<file path="config.mk">
export PLATFORM = sky130hd
export DESIGN_NAME = bank_arbiter_flat
export DESIGN_NICKNAME = d
export VERILOG_FILES = /design/src/rtl/bank_arbiter_pkg.sv /design/src/rtl/parameters.sv /design/src/rtl/types.sv /design/src/rtl/bank_arbiter_if.sv /design/src/rtl/rr_arbiter.sv /design/src/rtl/bank_arbiter.sv /design/src/flat_wrapper.sv
export SDC_FILE = /design/constraint.sdc
export NUM_CORES = 1
export LEC_CHECK = 0
export CAP_MARGIN = 25
export CORE_UTILIZATION = 34
export DETAILED_ROUTE_END_ITERATION = 10
export PLACE_DENSITY = 0.81
export SLEW_MARGIN = 15
export SYNTH_ARGS = -nofsm -noshare
export SYNTH_HDL_FRONTEND = slang
export SYNTH_HIERARCHICAL = 1
export SYNTH_SLANG_ARGS = --single-unit
</file>
<file path="constraint.sdc">
create_clock -name clk -period 3.5 [get_ports clk]
set_clock_uncertainty 0.2 [all_clocks]
set_input_delay 0.7 -clock clk [delete_from_list [all_inputs] [get_ports clk]]
set_output_delay 0.7 -clock clk [all_outputs]
set_load 0.05 [all_outputs]
</file>
<file path="src/rtl/bank_arbiter_pkg.sv">
// Block-local helpers for the bank arbiter.
//   rr_next  round-robin pointer successor with wrap at n-1 -> 0
package bank_arbiter_pkg;

   function automatic int unsigned rr_next(input int unsigned idx, input int unsigned n);
      return (idx + 32'd1 >= n) ? 32'd0 : idx + 32'd1;
   endfunction

endpackage : bank_arbiter_pkg

</file>
<file path="src/rtl/parameters.sv">
// Shared bank/mesh sizing constants.
//   MESH_DIMENSION  extent of the mesh along each axis
//   NODES_PER_BANK  node ports behind one bank arbiter
//   BANK_IDX_W      width of a node index inside a bank
package parameters;

   localparam int unsigned MESH_DIMENSION = 8;
   localparam int unsigned NODES_PER_BANK = 4;
   localparam int unsigned BANK_IDX_W     = (NODES_PER_BANK > 1) ? $clog2(NODES_PER_BANK) : 1;

endpackage : parameters

</file>
<file path="src/rtl/types.sv">
// Shared packet types for the mesh fabric.
//   ctrl_t   packet control encoding
//   coord_t  x/y/z destination coordinate
//   pkt_t    full packet payload (ctrl, addr, data)
package types;

   import parameters::*;

   localparam int unsigned COORD_W = $clog2(MESH_DIMENSION);
   localparam int unsigned DATA_W  = 16;

   typedef enum logic [1:0] {
      CTRL_NOP  = 2'd0,
      CTRL_SUM  = 2'd1,
      CTRL_DONE = 2'd2,
      CTRL_DATA = 2'd3
   } ctrl_t;

   typedef struct packed {
      logic [COORD_W-1:0] x;
      logic [COORD_W-1:0] y;
      logic [COORD_W-1:0] z;
   } coord_t;

   typedef struct packed {
      ctrl_t             ctrl;
      coord_t            addr;
      logic [DATA_W-1:0] data;
   } pkt_t;

endpackage : types

</file>
<file path="src/rtl/bank_arbiter_if.sv">
// Mesh-side and node-side handshake bundle of one bank.
//   slave  : seen from the bank arbiter
//   master : seen from the environment (mesh router + nodes)
interface bank_arbiter_if #(
   parameter int unsigned N_NODES = parameters::NODES_PER_BANK
);
   import types::*;

   // mesh -> bank -> node
   logic               mesh_valid_in;
   logic               mesh_ready_in;
   pkt_t               mesh_in_pkt;
   logic [N_NODES-1:0] node_valid_in;
   logic [N_NODES-1:0] node_ready_in;
   pkt_t               node_in_pkt;

   // node -> bank -> mesh
   logic [N_NODES-1:0] node_valid_out;
   logic [N_NODES-1:0] node_ready_out;
   pkt_t               node_out_pkt [N_NODES];
   logic               mesh_valid_out;
   logic               mesh_ready_out;
   pkt_t               mesh_out_pkt;

   modport slave (
      input  mesh_valid_in, mesh_in_pkt, node_ready_in,
      input  node_valid_out, node_out_pkt, mesh_ready_out,
      output mesh_ready_in, node_valid_in, node_in_pkt,
      output node_ready_out, mesh_valid_out, mesh_out_pkt
   );

   modport master (
      output mesh_valid_in, mesh_in_pkt, node_ready_in,
      output node_valid_out, node_out_pkt, mesh_ready_out,
      input  mesh_ready_in, node_valid_in, node_in_pkt,
      input  node_ready_out, mesh_valid_out, mesh_out_pkt
   );

endinterface : bank_arbiter_if

</file>
<file path="src/rtl/rr_arbiter.sv">
// Combinational round-robin arbiter.
//   req_i  request vector
//   ptr_i  index where the search starts (highest priority)
//   gnt_o  one-hot grant, zero when no request
//   idx_o  winner index
//   any_o  at least one request present
module rr_arbiter #(
   parameter  int unsigned N = 4,
   localparam int unsigned W = (N > 1) ? $clog2(N) : 1
) (
   input  logic [N-1:0] req_i,
   input  logic [W-1:0] ptr_i,
   output logic [N-1:0] gnt_o,
   output logic [W-1:0] idx_o,
   output logic         any_o
);

   // Walk ptr, ptr+1, ... wrapping modulo N; first requester wins.
   always_comb begin : search
      int unsigned j;
      logic [W-1:0] jw;
      gnt_o = '0;
      idx_o = '0;
      any_o = 1'b0;
      j     = 32'd0;
      jw    = '0;
      for (int unsigned k = 0; k < N; k++) begin
         j = 32'(ptr_i) + k;
         if (j >= N) j = j - N;
         jw = W'(j);
         if (!any_o && req_i[jw]) begin
            any_o     = 1'b1;
            gnt_o[jw] = 1'b1;
            idx_o     = jw;
         end
      end
   end

endmodule : rr_arbiter

</file>
<file path="src/rtl/bank_arbiter.sv">
// Bank arbiter: one-entry ingress buffer routing mesh packets to the node
// selected by addr.z, and one-entry egress buffer fed by a round-robin
// arbiter over the node egress ports.
//   clk, rst  clock, synchronous active-high reset
//   bus       bank_arbiter_if.slave (mesh/node handshakes and packets)
//   bad_addr  sticky flag: an ingress packet addressed z >= N_NODES
// Optional feature: define BANK_ARB_DONE_PRIORITY_EN to let CTRL_DONE
// requesters (lowest index first) pre-empt round-robin order without
// moving the pointer.
module bank_arbiter
   import types::*;
   import bank_arbiter_pkg::*;
#(
   parameter int unsigned N_NODES = parameters::NODES_PER_BANK
) (
   input  logic          clk,
   input  logic          rst,
   bank_arbiter_if.slave bus,
   output logic          bad_addr
);

   localparam int unsigned IDX_W = (N_NODES > 1) ? $clog2(N_NODES) : 1;

   // ---------------- ingress ----------------
   pkt_t               ibuf_q, ibuf_d;
   logic               ibuf_valid_q, ibuf_valid_d;
   logic               bad_addr_q, bad_addr_d;
   logic               ibuf_hit, sel_ready, ibuf_drain, mesh_ready_c, mesh_accept;
   logic [N_NODES-1:0] node_valid_in_c;

   // Decode destination node; a miss means z is outside this bank.
   always_comb begin : ingress_decode
      ibuf_hit        = 1'b0;
      sel_ready       = 1'b0;
      node_valid_in_c = '0;
      for (int unsigned i = 0; i < N_NODES; i++) begin
         if (32'(ibuf_q.addr.z) == i) begin
            ibuf_hit           = 1'b1;
            sel_ready          = bus.node_ready_in[i];
            node_valid_in_c[i] = ibuf_valid_q;
         end
      end
   end

   // Misaddressed packets drain unconditionally so they never block the bank.
   assign ibuf_drain   = ibuf_valid_q && (!ibuf_hit || sel_ready);
   assign mesh_ready_c = !ibuf_valid_q || ibuf_drain;
   assign mesh_accept  = bus.mesh_valid_in && mesh_ready_c;

   always_comb begin : ingress_next
      ibuf_d       = ibuf_q;
      ibuf_valid_d = ibuf_valid_q;
      bad_addr_d   = bad_addr_q;
      if (ibuf_drain) ibuf_valid_d = 1'b0;
      if (mesh_accept) begin
         ibuf_d       = bus.mesh_in_pkt;
         ibuf_valid_d = 1'b1;
      end
      if (ibuf_valid_q && !ibuf_hit) bad_addr_d = 1'b1;
   end

   // ---------------- egress ----------------
   pkt_t               obuf_q, obuf_d;
   logic               obuf_valid_q, obuf_valid_d;
   logic [IDX_W-1:0]   rr_ptr_q, rr_ptr_d;
   logic [N_NODES-1:0] rr_gnt, win_onehot;
   logic [IDX_W-1:0]   rr_idx, winner;
   logic               rr_any, adv_ptr, obuf_drain, can_grant, grant;

   rr_arbiter #(.N(N_NODES)) u_rr (
      .req_i (bus.node_valid_out),
      .ptr_i (rr_ptr_q),
      .gnt_o (rr_gnt),
      .idx_o (rr_idx),
      .any_o (rr_any)
   );

`ifdef BANK_ARB_DONE_PRIORITY_EN
   logic               done_any;
   logic [IDX_W-1:0]   done_idx;
   logic [N_NODES-1:0] done_gnt;

   // Lowest-index requester carrying CTRL_DONE.
   always_comb begin : done_pick
      done_any = 1'b0;
      done_idx = '0;
      done_gnt = '0;
      for (int unsigned i = 0; i < N_NODES; i++) begin
         if (!done_any && bus.node_valid_out[i] && bus.node_out_pkt[i].ctrl == CTRL_DONE) begin
            done_any    = 1'b1;
            done_idx    = IDX_W'(i);
            done_gnt[i] = 1'b1;
         end
      end
   end

   // A DONE win leaves the round-robin pointer where it was.
   always_comb begin : winner_pick
      winner     = done_any ? done_idx : rr_idx;
      win_onehot = done_any ? done_gnt : rr_gnt;
      adv_ptr    = !done_any;
   end
`else
   always_comb begin : winner_pick
      winner     = rr_idx;
      win_onehot = rr_gnt;
      adv_ptr    = 1'b1;
   end
`endif

   assign obuf_drain = obuf_valid_q && bus.mesh_ready_out;
   assign can_grant  = !obuf_valid_q || obuf_drain;
   assign grant      = !rst && can_grant && rr_any;

   always_comb begin : egress_next
      obuf_d       = obuf_q;
      obuf_valid_d = obuf_valid_q;
      rr_ptr_d     = rr_ptr_q;
      if (obuf_drain) obuf_valid_d = 1'b0;
      if (grant) begin
         obuf_d       = bus.node_out_pkt[winner];
         obuf_valid_d = 1'b1;
         if (adv_ptr) rr_ptr_d = IDX_W'(rr_next(32'(winner), N_NODES));
      end
   end

   // ---------------- state ----------------
   always_ff @(posedge clk) begin : state_regs
      if (rst) begin
         ibuf_q       <= '0;
         ibuf_valid_q <= 1'b0;
         bad_addr_q   <= 1'b0;
         obuf_q       <= '0;
         obuf_valid_q <= 1'b0;
         rr_ptr_q     <= '0;
      end else begin
         ibuf_q       <= ibuf_d;
         ibuf_valid_q <= ibuf_valid_d;
         bad_addr_q   <= bad_addr_d;
         obuf_q       <= obuf_d;
         obuf_valid_q <= obuf_valid_d;
         rr_ptr_q     <= rr_ptr_d;
      end
   end

   assign bus.mesh_ready_in  = mesh_ready_c;
   assign bus.node_valid_in  = node_valid_in_c;
   assign bus.node_in_pkt    = ibuf_q;
   assign bus.node_ready_out = grant ? win_onehot : '0;
   assign bus.mesh_valid_out = obuf_valid_q;
   assign bus.mesh_out_pkt   = obuf_q;
   assign bad_addr           = bad_addr_q;

endmodule : bank_arbiter

</file>
<file path="src/flat_wrapper.sv">
// flat-port wrapper written by rule: the top's interface ports become plain ports
module bank_arbiter_flat import types::*; import bank_arbiter_pkg::*;
#(
   parameter int unsigned N_NODES = parameters::NODES_PER_BANK
)
  (clk, rst, bad_addr, bus_mesh_valid_in, bus_mesh_in_pkt, bus_node_ready_in, bus_node_valid_out, bus_node_out_pkt, bus_mesh_ready_out, bus_mesh_ready_in, bus_node_valid_in, bus_node_in_pkt, bus_node_ready_out, bus_mesh_valid_out, bus_mesh_out_pkt);
  bank_arbiter_if #(.N_NODES(N_NODES)) bus_i ();
  input  logic clk;
  input  logic rst;
  output logic bad_addr;
  input wire logic [$bits(bus_i.mesh_valid_in)-1:0] bus_mesh_valid_in;
  input wire logic [$bits(bus_i.mesh_in_pkt)-1:0] bus_mesh_in_pkt;
  input wire logic [$bits(bus_i.node_ready_in)-1:0] bus_node_ready_in;
  input wire logic [$bits(bus_i.node_valid_out)-1:0] bus_node_valid_out;
  input wire logic [$bits(bus_i.node_out_pkt)-1:0] bus_node_out_pkt;
  input wire logic [$bits(bus_i.mesh_ready_out)-1:0] bus_mesh_ready_out;
  output wire logic [$bits(bus_i.mesh_ready_in)-1:0] bus_mesh_ready_in;
  output wire logic [$bits(bus_i.node_valid_in)-1:0] bus_node_valid_in;
  output wire logic [$bits(bus_i.node_in_pkt)-1:0] bus_node_in_pkt;
  output wire logic [$bits(bus_i.node_ready_out)-1:0] bus_node_ready_out;
  output wire logic [$bits(bus_i.mesh_valid_out)-1:0] bus_mesh_valid_out;
  output wire logic [$bits(bus_i.mesh_out_pkt)-1:0] bus_mesh_out_pkt;
  assign bus_i.mesh_valid_in = bus_mesh_valid_in;
  assign bus_i.mesh_in_pkt = bus_mesh_in_pkt;
  assign bus_i.node_ready_in = bus_node_ready_in;
  assign bus_i.node_valid_out = bus_node_valid_out;
  assign bus_i.node_out_pkt = {>>{bus_node_out_pkt}};
  assign bus_i.mesh_ready_out = bus_mesh_ready_out;
  assign bus_mesh_ready_in = bus_i.mesh_ready_in;
  assign bus_node_valid_in = bus_i.node_valid_in;
  assign bus_node_in_pkt = bus_i.node_in_pkt;
  assign bus_node_ready_out = bus_i.node_ready_out;
  assign bus_mesh_valid_out = bus_i.mesh_valid_out;
  assign bus_mesh_out_pkt = bus_i.mesh_out_pkt;
  bank_arbiter #(.N_NODES(N_NODES)) u_core (.clk(clk), .rst(rst), .bus(bus_i), .bad_addr(bad_addr));
endmodule
</file>
==> impl_summary.txt <==
----------------------------------------------------
[Power]
  Pwr/cell area ... between 700 and 800 mW/mm2
  Maximum vdd drop ... about 0.00055 V
  Final total power ... 4.68 mW
  Leakage ... between 2 and 2.5 nW

[Logic synthesis]
  Net count after synthesis ... around 440
  Post-Synthesis Cell Area ... around 0.0034 mm2
  Cell count after synthesis ... 289
  Unique masters post-synth ... 37
  #FFs+latches synth ... 59
  Number of warnings printed during yosys synthesis ... 6
  Mean Syn Cell Area ... around 12 um2
  Sequential-to-total area share from yosys stat ... 0.348

[Worst setup path]
  Peak per-stage delay on the critical path ... between 0.5 and 0.6 ns
  Crit-path slowest cell ... mux4_2
  WP depth ... 7
  Launch instance of the worst register-to-register path ... u_core/rr_ptr_q[0]
  Kind of critical path ... in -> out
  CP arrival ... between 2 and 3 ns
  Worst-path maximum fanout ... 5
  Worst reg2reg endpoint ... u_core/bus.mesh_out_pkt[20]
  Worst reg2reg setup slack ... 0.44 ns
  Required time of the critical path ... 2.60 ns
  Category of the worst setup path capture point ... output pin
  Kind of cell adding the most delay to the critical path ... simple AND/OR/NAND/NOR gates
  Cells along the critical path ... dlygate4sd2_1 > mux4_2 > nor4b_4 > a22oi_1 > o21ai_0 > and2_2 > buf_12
  Worst Reg-to-Reg Cells ... 9
  Startpoint types ... input port
  Buffer and inverter count on the worst path ... 2

[Finish]
  Number of nets at the end of the flow ... 659
  Final cell area excluding filler cells ... 0.00597 mm2
  Most frequent standard cell in the layout excluding fill and tap cells ... clkdlybuf4s50_1
  Share of cells above drive strength 1 ... 0.167
  Most frequent cells in the layout ... clkdlybuf4s50_1, dfxtp_1, nand2b_1
  Number of inserted diodes ... 0
  Finished Core Util ... 0.613
  Layout Area Growth over Synthesis ... 75.9%

[Place]
  # port buffers ... 211
  Final weighted congestion in routability-driven placement ... 0.937
  Placed standard-cell area ... 0.00577 mm2
  Detailed placer's ending HPWL ... around 8.7 mm

[Clocking]
  Reg clk slew, reported paths ... approximately 0.060 ns
  Hold buffer count at CTS ... 0
  Clock tree from TritonCTS ... yes
  Later-pin clock latency in the skew report ... ~0.33 ns
  Num CTS Buffers ... 9
  Master cell of the clock root buffer ... clkbuf_8
  Number of clock sinks ... 59
  Number of H-tree branching levels ... 3
  Buffers from clock root to sink, at most ... 2

[Global routing]
  Maximum number of pins on one net before global-route repair ... 60
  Global-route wire length before repair ... about 16 mm
  Overall fraction of global-route tracks in use ... 0.204
  Number of antenna violations at the first check in global routing ... 0
  Number of global-route vias before repair ... approximately 3300
  Total overflow reported by the global router ... 0

[Min path]
  Path type of the worst min-delay path ... reg -> reg
  Hold Path End ... u_core/bus.node_in_pkt[3]
  Hold Path Cell Cnt ... 2
  Startpoint of the most critical hold path ... u_core/bus.node_in_pkt[3]

[STA]
  Count of pins over their slew limit ... 0
  Min cycle time layout ... roughly 3.4 ns
  Slew at the pin closest to its max-slew limit ... roughly 0.66 ns
  Number of endpoints with negative hold slack in the final report ... 0
  Highest achievable clock rate ... slightly below 300 MHz
  Final-report setup violation count ... 0
  Final cycle utilization of the critical path ... 0.979
  Accumulated negative setup slack ... 0 ns
  Headroom to the max-slew limit ... 0.559

[Detailed routing]
  Detailed-routed wire length on met2 ... approximately 5.7 mm
  Per-cell via count in the routed design ... just over 5
  Vias ... ~3200
  Avg WL per Cell ... ~17 um
  Highest metal used ... met4
  Detailed-route wire length on metal 1 ... a little under 4 mm
  Total detailed-routing wirelength ... roughly 11 mm
  DR pass1 iterations ... 4
  Wire length on met3 ... between 1 and 1.5 mm
  DRT antenna net count ... 0
  Post-route DRC ... 0
  DRC marker count from the first detailed-route iteration ... 88

[Floorplan]
  Core area ... 0.00973 mm2
  Floorplan die width ... a little over 100 um
  FP Rows ... 36
  Floorplan die area ... between 0.01 and 0.015 mm2
  Height of the die ... slightly above 100 um
  Effective utilization at floorplan ... 0.349
  Top-level I/O count ... approximately 210

[Flow run]
  Max-cap violation count ... 0

[Status]
  Result of the run ... finished clean

----------------------------------------------------
## flip-flops by register name (all words and copies together), names as in the netlist
signal / cells
u_core/bus.node_in_pkt: 27
u_core/rr_ptr_q: 2
u_core/bus.mesh_out_pkt: 27
u_core/bus.mesh_valid_out: 1
u_core/bad_addr: 1
u_core/ibuf_valid_q: 1
## synthesized netlist by cell type
cell type | count | area (um2)
dfxtp_1 | 59 | 1180
nand2b_1 | 55 | 344
mux2i_1 | 30 | 300
mux4_2 | 29 | 653
a22o_1 | 28 | 245
clkbuf_1 | 11 | 41.3
a22oi_1 | 9 | 67.6
ha_1 | 6 | 75.1
inv_1 | 6 | 22.5
o21ai_0 | 6 | 30.0
a21oi_1 | 5 | 25.0
and2_1 | 4 | 25.0
nor2_1 | 4 | 15.0
and2b_2 | 3 | 26.3
buf_2 | 3 | 15.0
buf_4 | 3 | 22.5
buf_6 | 3 | 33.8
and2_2 | 2 | 15.0
buf_12 | 2 | 40.0
mux2_2 | 2 | 22.5
mux4_1 | 2 | 52.6
nor3_1 | 2 | 10.0
a21oi_2 | 1 | 8.76
a221oi_2 | 1 | 15.0
a32o_1 | 1 | 10.0
and3b_1 | 1 | 8.76
buf_1 | 1 | 3.75
nand2_1 | 1 | 3.75
nand3_1 | 1 | 5.00
nor2b_1 | 1 | 6.26
nor3b_1 | 1 | 7.51
nor4_1 | 1 | 6.26
nor4b_4 | 1 | 23.8
o211ai_1 | 1 | 7.51
o311ai_0 | 1 | 8.76
o31ai_1 | 1 | 7.51
or2b_1 | 1 | 7.51
## cells by family (layout without fill, tap and decap cells)
kind of cell | Yosys count | in the layout | share of synthesized area
and+or+nand+nor | 78 | 78 | 0.149
DFF | 59 | 59 | 0.348
AOI/OAI and AO/OA | 54 | 54 | 0.125
buffers and inverters | 29 | 250 | 0.0527
muxes | 63 | 63 | 0.303
adders and majority gates | 6 | 6 | 0.0221
## cell type report
cell class              count  area (um2)
well taps                 133         166
fillers                   809        3760
repair buffers            229        2330
multi-input cells         201        2090
inverters                   6        22.5
clock inverters             5        55.1
flip-flops and latches     59        1180
clock buffers              10         128
## what timing repair did
action | 4_1_cts | 5_1_grt
setup endpoints to repair | 4 | 4
setup buffers | 0 | 1
resized for setup | 9 | 3
pin swaps | 1 | 1
endpoints found under the hold margin | 0 | 0
## worst register-to-register path, cell delays in order (launching register included)
cell	delay, ns
dfxtp_1	0.33
buf_4	0.22
mux4_2	0.61
and2b_2	0.30
o21ai_0	0.08
buf_4	0.15
o31ai_4	0.11
buf_4	0.25
mux4_2	0.52
a22o_1	0.20
## stage by stage
step	worst slack, ns	hold slack (ns)	cells
after floorplan	0.113	0.264	289
after global placement	-0.106	0.255	627
after detailed placement	-0.188	0.265	627
after CTS	0.0770	0.278	642
after global routing	-0.000866	0.291	643
final	0.0743	0.274	643
## how the worst max path moves through the flow
stage / from / to / slack (ns)
6_report: bus_node_valid_out[1] / bus_node_ready_out[1] / 0.07
3_3_place_gp: bus_node_valid_out[0] / u_core/bus.mesh_out_pkt[25] / -0.11
4_1_cts: u_core/rr_ptr_q[1] / bus_node_ready_out[0] / 0.08
2_1_floorplan: u_core/rr_ptr_q[0] / bus_node_ready_out[0] / 0.11
3_5_place_dp: bus_node_valid_out[3] / u_core/bus.mesh_out_pkt[20] / -0.19
5_1_grt: bus_node_valid_out[3] / bus_node_ready_out[1] / -0.0009
## where the power goes
part,switching [mW],internal (mW)
registers,0.111,0.856
logic,1.57,1.55
clock network,0.271,0.322
total,1.96,2.72
## routing by layer
layer | vias to the layer above | track usage
met5 | - | 0
li1 | 1517 | -
met1 | 1505 | 0.212
met4 | 0 | 0.107
met3 | 27 | 0.0643
met2 | 193 | 0.368
(Power assumes the default switching activity.)
